--- config.mk ---
export PLATFORM = sky130hd
export DESIGN_NAME = dlfloat_operand_loader
export DESIGN_NICKNAME = d
export VERILOG_FILES = /design/src/rtl/dlfloat_operand_loader.sv
export SDC_FILE = /design/constraint.sdc
export NUM_CORES = 1
export LEC_CHECK = 0
export BUFFER_PORTS_ARGS = -buffer_cell sky130_fd_sc_hd__buf_2
export CAP_MARGIN = 25
export CORE_MARGIN = 3
export CORE_UTILIZATION = 45
export CTS_CLUSTER_SIZE = 25
export DETAILED_ROUTE_END_ITERATION = 10
export GPL_TIMING_DRIVEN = 0
export PLACE_DENSITY_LB_ADDON = 0.12
export SLEW_MARGIN = 40
export SYNTH_ARGS = -nofsm -noshare
export SYNTH_HDL_FRONTEND = slang
export SYNTH_SLANG_ARGS = --single-unit
--- constraint.sdc ---
create_clock -name clk -period 6.84 [get_ports clk]
set_input_delay 0.684 -clock clk [delete_from_list [all_inputs] [get_ports clk]]
set_output_delay 0.684 -clock clk [all_outputs]
set_load 0.02 [all_outputs]
--- src/rtl/dlfloat_operand_loader.sv ---
// ---------------------------------------------------------------------------
// dlfloat_operand_loader
//
// Front end for the DLFloat16 MAC. Each DLFloat16 word is sign[15],
// exp[14:9] with bias 31, and mant[8:0]. 0x0000 is zero and 0xFFFF is the
// special/NaN code.
//
// The block collects a byte-serial stream into operand pairs. Bytes arrive
// in the order A lo, A hi, B lo, B hi. Each completed pair is pushed into a
// small FIFO, and the FIFO head is offered to the MAC over a valid/ready
// handshake. The special-value flags for the head pair are computed here,
// so the MAC does not have to compute them.
//
// Ports
//   clk, rst_n     clock; asynchronous active-low reset
//   byte_in        serial operand byte
//   byte_valid     byte_in is valid this cycle
//   byte_ready     loader accepts byte_in this cycle
//   sync_clr       synchronous frame resync; drops any partial pair
//   op_a, op_b     operand pair at the FIFO head (0 when FIFO is empty)
//   op_valid       FIFO non-empty
//   op_ready       MAC consumes the head pair
//   op_special     bit0: A or B is 0x0000; bit1: A or B is 0xFFFF
//   pair_count     pairs pushed since reset, wrapping
//   fifo_level     FIFO occupancy
// ---------------------------------------------------------------------------
module dlfloat_operand_loader #(
  parameter int DEPTH = 2,
  parameter int CNT_W = 8
) (
  input  logic                       clk,
  input  logic                       rst_n,
  input  logic [7:0]                 byte_in,
  input  logic                       byte_valid,
  output logic                       byte_ready,
  input  logic                       sync_clr,
  output logic [15:0]                op_a,
  output logic [15:0]                op_b,
  output logic                       op_valid,
  input  logic                       op_ready,
  output logic [1:0]                 op_special,
  output logic [CNT_W-1:0]           pair_count,
  output logic [$clog2(DEPTH):0]     fifo_level
);

  localparam int PTR_W = $clog2(DEPTH);
  localparam int LVL_W = PTR_W + 1;

  typedef enum logic [1:0] {
    S_ALO = 2'd0,
    S_AHI = 2'd1,
    S_BLO = 2'd2,
    S_BHI = 2'd3
  } state_t;

  state_t            state_q, state_d;
  logic [15:0]       a_hold_q, a_hold_d;
  logic [7:0]        b_lo_q, b_lo_d;

  logic [31:0]       mem_q [DEPTH];
  logic [PTR_W-1:0]  wr_ptr_q, rd_ptr_q;
  logic [LVL_W-1:0]  level_q, level_d;
  logic [CNT_W-1:0]  count_q;

  logic              full, pop, push, byte_acc;
  logic [31:0]       head;

  // Handshake decode
  assign op_valid = (level_q != '0);
  assign full     = (level_q == LVL_W'(DEPTH));
  assign pop      = op_valid && op_ready;

  // The holding registers are separate from the FIFO, so only the final
  // byte of a pair has to wait for FIFO space. A pop in the same cycle
  // frees one slot, which is why op_ready has a combinational path to
  // byte_ready.
  assign byte_ready = !sync_clr && !((state_q == S_BHI) && full && !pop);
  assign byte_acc   = byte_valid && byte_ready;
  assign push       = byte_acc && (state_q == S_BHI);

  // Assembler FSM: state register
  always_ff @(posedge clk or negedge rst_n) begin
    if (!rst_n) begin
      state_q  <= S_ALO;
      a_hold_q <= '0;
      b_lo_q   <= '0;
    end else begin
      // NOTE: non-blocking assignments in clocked blocks. Every register
      // then samples values from before the edge, regardless of the
      // order in which the statements are written.
      state_q  <= state_d;
      a_hold_q <= a_hold_d;
      b_lo_q   <= b_lo_d;
    end
  end

  // Assembler FSM: next state and holding-register updates
  always_comb begin
    // NOTE: every signal gets a default before any branch. A path that
    // left one of them unassigned would infer a latch.
    state_d  = state_q;
    a_hold_d = a_hold_q;
    b_lo_d   = b_lo_q;
    if (sync_clr) begin
      state_d  = S_ALO;
      a_hold_d = '0;
      b_lo_d   = '0;
    end else if (byte_acc) begin
      case (state_q)
        S_ALO: begin
          a_hold_d[7:0] = byte_in;
          state_d       = S_AHI;
        end
        S_AHI: begin
          a_hold_d[15:8] = byte_in;
          state_d        = S_BLO;
        end
        S_BLO: begin
          b_lo_d  = byte_in;
          state_d = S_BHI;
        end
        default: state_d = S_ALO;  // S_BHI: the pair is pushed this cycle
      endcase
    end
  end

  // FIFO storage, entry = {A, B}
  // NOTE: the storage array has no reset. An entry is read only after it
  // has been written, and the outputs are forced to zero while the FIFO is
  // empty.
  always_ff @(posedge clk) begin
    if (push) mem_q[wr_ptr_q] <= {a_hold_q, byte_in, b_lo_q};
  end

  assign level_d = level_q + LVL_W'(push) - LVL_W'(pop);

  always_ff @(posedge clk or negedge rst_n) begin
    if (!rst_n) begin
      wr_ptr_q <= '0;
      rd_ptr_q <= '0;
      level_q  <= '0;
      count_q  <= '0;
    end else begin
      // DEPTH is a power of two, so the pointers wrap on natural overflow.
      if (push) begin
        wr_ptr_q <= wr_ptr_q + PTR_W'(1);
        count_q  <= count_q + CNT_W'(1);
      end
      if (pop) rd_ptr_q <= rd_ptr_q + PTR_W'(1);
      level_q <= level_d;
    end
  end

  // Head presentation and special-value flags
  assign head          = mem_q[rd_ptr_q];
  assign op_a          = op_valid ? head[31:16] : 16'h0000;
  assign op_b          = op_valid ? head[15:0]  : 16'h0000;
  assign op_special[0] = op_valid && ((op_a == 16'h0000) || (op_b == 16'h0000));
  assign op_special[1] = op_valid && ((op_a == 16'hFFFF) || (op_b == 16'hFFFF));

  assign pair_count = count_q;
  assign fifo_level = level_q;

endmodule

==> run_results.csv <==
group,metric,value,unit
run_status,status,"complete, no violations",
floorplan,core.rowCount,35,
yosys,synth_top_area_frac,0.442,
sta,max_freq,304,MHz
cts,clock_latency,0.37,ns
sta,post-route-min-period,3.29,ns
power,p_leak,0.00204,uW
route,via_per_inst,5.25,
route,dr.pass1.iters,4,
floorplan,boundaryPins,59,
global_routing,grt_pass1_vias,2946,
power,p_int,1100,uW
yosys,ys_warn_count,0,
global_routing,grt_pass1_wl,15700,um
worst_setup_path,crit_buf_inv,3,
yosys,synthDistinctLibCells,36,
placement,pre_cts_ws,3.97,ns
worst_setup_path,crit_path_cell_trace,"nor2_2 > buf_6 > buf_6 > nor2_1 > nor4_1 > nand4_1 > a21oi_1 > buf_2",
cts,root_buffer,"clkbuf_8",
sta,finalCritPeriodShare,0.480,
sta,whs,0.264,ns
yosys,synth_nets,364,
yosys,syn_area,0.00435,mm^2
power,p_sw,664,uW
job,maxCapViolations,0,
worst_setup_path,cp.arrival,2.60,ns
power,clock_power_share,0.227,
global_routing,grt_usage,0.185,
route,drt_iter0_markers,182,
worst_setup_path,cpLargestDelayFamily,"simple AND/OR/NAND/NOR gates",
cts,cts_tree,"yes",
worst_setup_path,endpoint_kind,"primary output",
global_routing,grt_max_degree,39,
placement,hpwlAfterDp,6880,um
placement,gp_congestion,0.787,
sta,fin_ws,3.55,ns
route,vias,2881,
sta,slew_violations,0,
power,ir_drop,0.204,mV
cts,cts_resized,0,
power,power.density,348,mW/mm^2
sta,rsz0062_at_grt,"no",
cts,postCtsHoldBufs,0,
yosys,yosys.area.top_type,"edfxtp_1",
cells_and_area,area_growth,16.8,%
worst_setup_path,crit_required,6.16,ns
yosys,ys.flop_type,"edfxtp_1",
worst_setup_path,critical_path_class,"register to primary output",
yosys,ys_seq_area_frac,0.660,
cts,clk_pin_slew,0.10,ns
sta,skew,0.0118,ns
sta,tightest_slew,0.584,ns
floorplan,dieArea,0.0109,mm^2
worst_setup_path,worstSetupStartpointType,"register",
worst_setup_path,cpMostUsedCell,"buf_6",
placement,numPortBuffers,58,
yosys,avgSynthCellArea,12.7,um^2
yosys,async_flop_share,0.373,
hold_path,hold_class,"input port to async pin",
global_routing,antenna_found_initial,0,
sta,relSlewSlack,0.609,
route,postRouteAntennaNets,0,
sta,timing.setup.tns,0,ns
yosys,synthCells,344,
worst_setup_path,crit_fanout,10,
power,swShare,0.376,
global_routing,gr-total-overflow,0,
route,finalWirelength,9490,um
worst_setup_path,max_stage_delay,0.44,ns
cts,h-tree-depth,3,
power,seqPwrFrac,0.398,
cts,postCtsSetupBuffers,0,
floorplan,die_h,104,um
cells_and_area,drive_gt1_frac,0.224,
cts,numClockSinks,102,
cells_and_area,nets,435,
cells_and_area,antenna_cells,0,
route,drc,0,
floorplan,die_w,104,um
power,power.share.combinational,0.375,
worst_setup_path,cpMaxStageDelayCell,"dfrtp_1",
yosys,synth_area_leaders,"edfxtp_1, dfrtp_1, mux2i_1",
cts,cts_made_buffers,9,
power,total_power,1770,uW
floorplan,core,0.00933,mm^2
floorplan,start_util,0.467,
yosys,ys_ff_latch,102,
sta,finalHoldViolCount,0,
sta,setup_viol,0,
cts,clockBufferDepth,2,
route,wl_per_cell,17.3,um
yosys,synth_edf_count,64,
[through the flow]
stage / cells / util / cell area [um^2]
2_1_floorplan: 344 / - / 4350
3_5_place_dp: 533 / 0.522 / 4870
4_1_cts: 549 / 0.545 / 5080
3_3_place_gp: 531 / 0.515 / 4800
6_report: 549 / 0.545 / 5080
5_1_grt: 549 / 0.545 / 5080
[power groups by stage]
stage | sequential (uW) | clock, uW | combinational [uW]
2_1_floorplan | 724 | 0 | 450
3_3_place_gp | 715 | 0 | 663
3_5_place_dp | 718 | 0 | 667
4_1_cts | 704 | 408 | 669
5_1_grt | 709 | 436 | 717
6_report | 704 | 401 | 663
[worst paths after layout]
path | startpoint | endpoint | slack, ns | cells past startpoint
max in group asynchronous | rst_n | b_lo_q[7]$_DFFE_PN0P_ | 6.23 | 1
hold reg to reg | pair_count[7]$_DFFE_PN0P_ | pair_count[7]$_DFFE_PN0P_ | 0.47 | 1
setup reg to reg | fifo_level[1]$_DFF_PN0_ | fifo_level[1]$_DFF_PN0_ | 4.47 | 10
hold / removal | rst_n | pair_count[1]$_DFFE_PN0P_ | 0.26 | 1
setup / recovery | fifo_level[1]$_DFF_PN0_ | op_special[0] | 3.55 | 8
min in group clk | pair_count[7]$_DFFE_PN0P_ | pair_count[7]$_DFFE_PN0P_ | 0.47 | 1
[flip-flops by register name, summed over array words and instances, names as in the netlist]
register,cells
b_lo_q,8
rd_ptr_q,1
mem_q,64
fifo_level,2
a_hold_q,16
wr_ptr_q,1
pair_count,8
state_q,2
[cell usage after synthesis (2+ instances only)]
library cell	instances
edfxtp_1	64
dfrtp_1	38
nand3_1	33
nor2_1	33
mux2i_1	32
nand2_1	31
a21oi_1	28
nand4_1	10
clkbuf_1	8
xnor2_1	8
ha_1	7
inv_1	6
nor4_1	5
nor3_1	4
buf_2	3
buf_6	3
nor2_2	3
xor2_1	3
a211oi_1	2
and2_1	2
buf_4	2
nand2_2	2
o21ai_0	2
o31ai_1	2
or4_1	2
[logic make-up after synthesis]
group / Yosys count / synth area share
multiplexers: 33 / 0.0762
XOR/XNOR: 11 / 0.0221
buffers and inverters: 23 / 0.0313
AND/OR/NAND/NOR: 132 / 0.145
flip-flops: 102 / 0.660
adder cells (fa/ha/maj): 7 / 0.0201
AO/OA/AOI/OAI: 36 / 0.0446
[layout by cell type, fill, tap and decap left out, types with 2 or more instances in the layout]
cell / instances
buf_4: 3
edfxtp_1: 64
dfrtp_1: 38
nand4_1: 10
o31ai_1: 2
nand2_2: 2
inv_6: 2
nor3_1: 4
clkbuf_8: 9
a211oi_1: 2
inv_1: 6
or4_1: 2
nor2_2: 3
nand2_1: 31
xnor2_1: 8
o21ai_0: 2
a21oi_1: 28
xor2_1: 3
buf_6: 3
nand3_1: 33
buf_16: 2
clkbuf_1: 9
nor4_1: 5
mux2i_1: 32
ha_1: 7
buf_2: 60
nor2_1: 32
[layout make-up]
| cell class | instances | area [um^2] |
|---|---|---|
| buffer | 17 | 114 |
| inverter | 6 | 22.5 |
| clock inverter | 5 | 61.3 |
| clock buffer | 11 | 153 |
| multi-input combinational | 219 | 1350 |
| tap | 129 | 161 |
| sequential | 102 | 2870 |
| fill | 818 | 4240 |
| timing repair buffer | 60 | 348 |
[per-layer routing]
layer,global-route usage,wire length [um],up-vias
li1,-,-,1385
met1,0.263,4600,1410
met2,0.286,4350,72
met3,0.0323,393,14
met4,0.0665,149,0
met5,0,0,-
No activity file was read; power rests on OpenSTA's default activity.
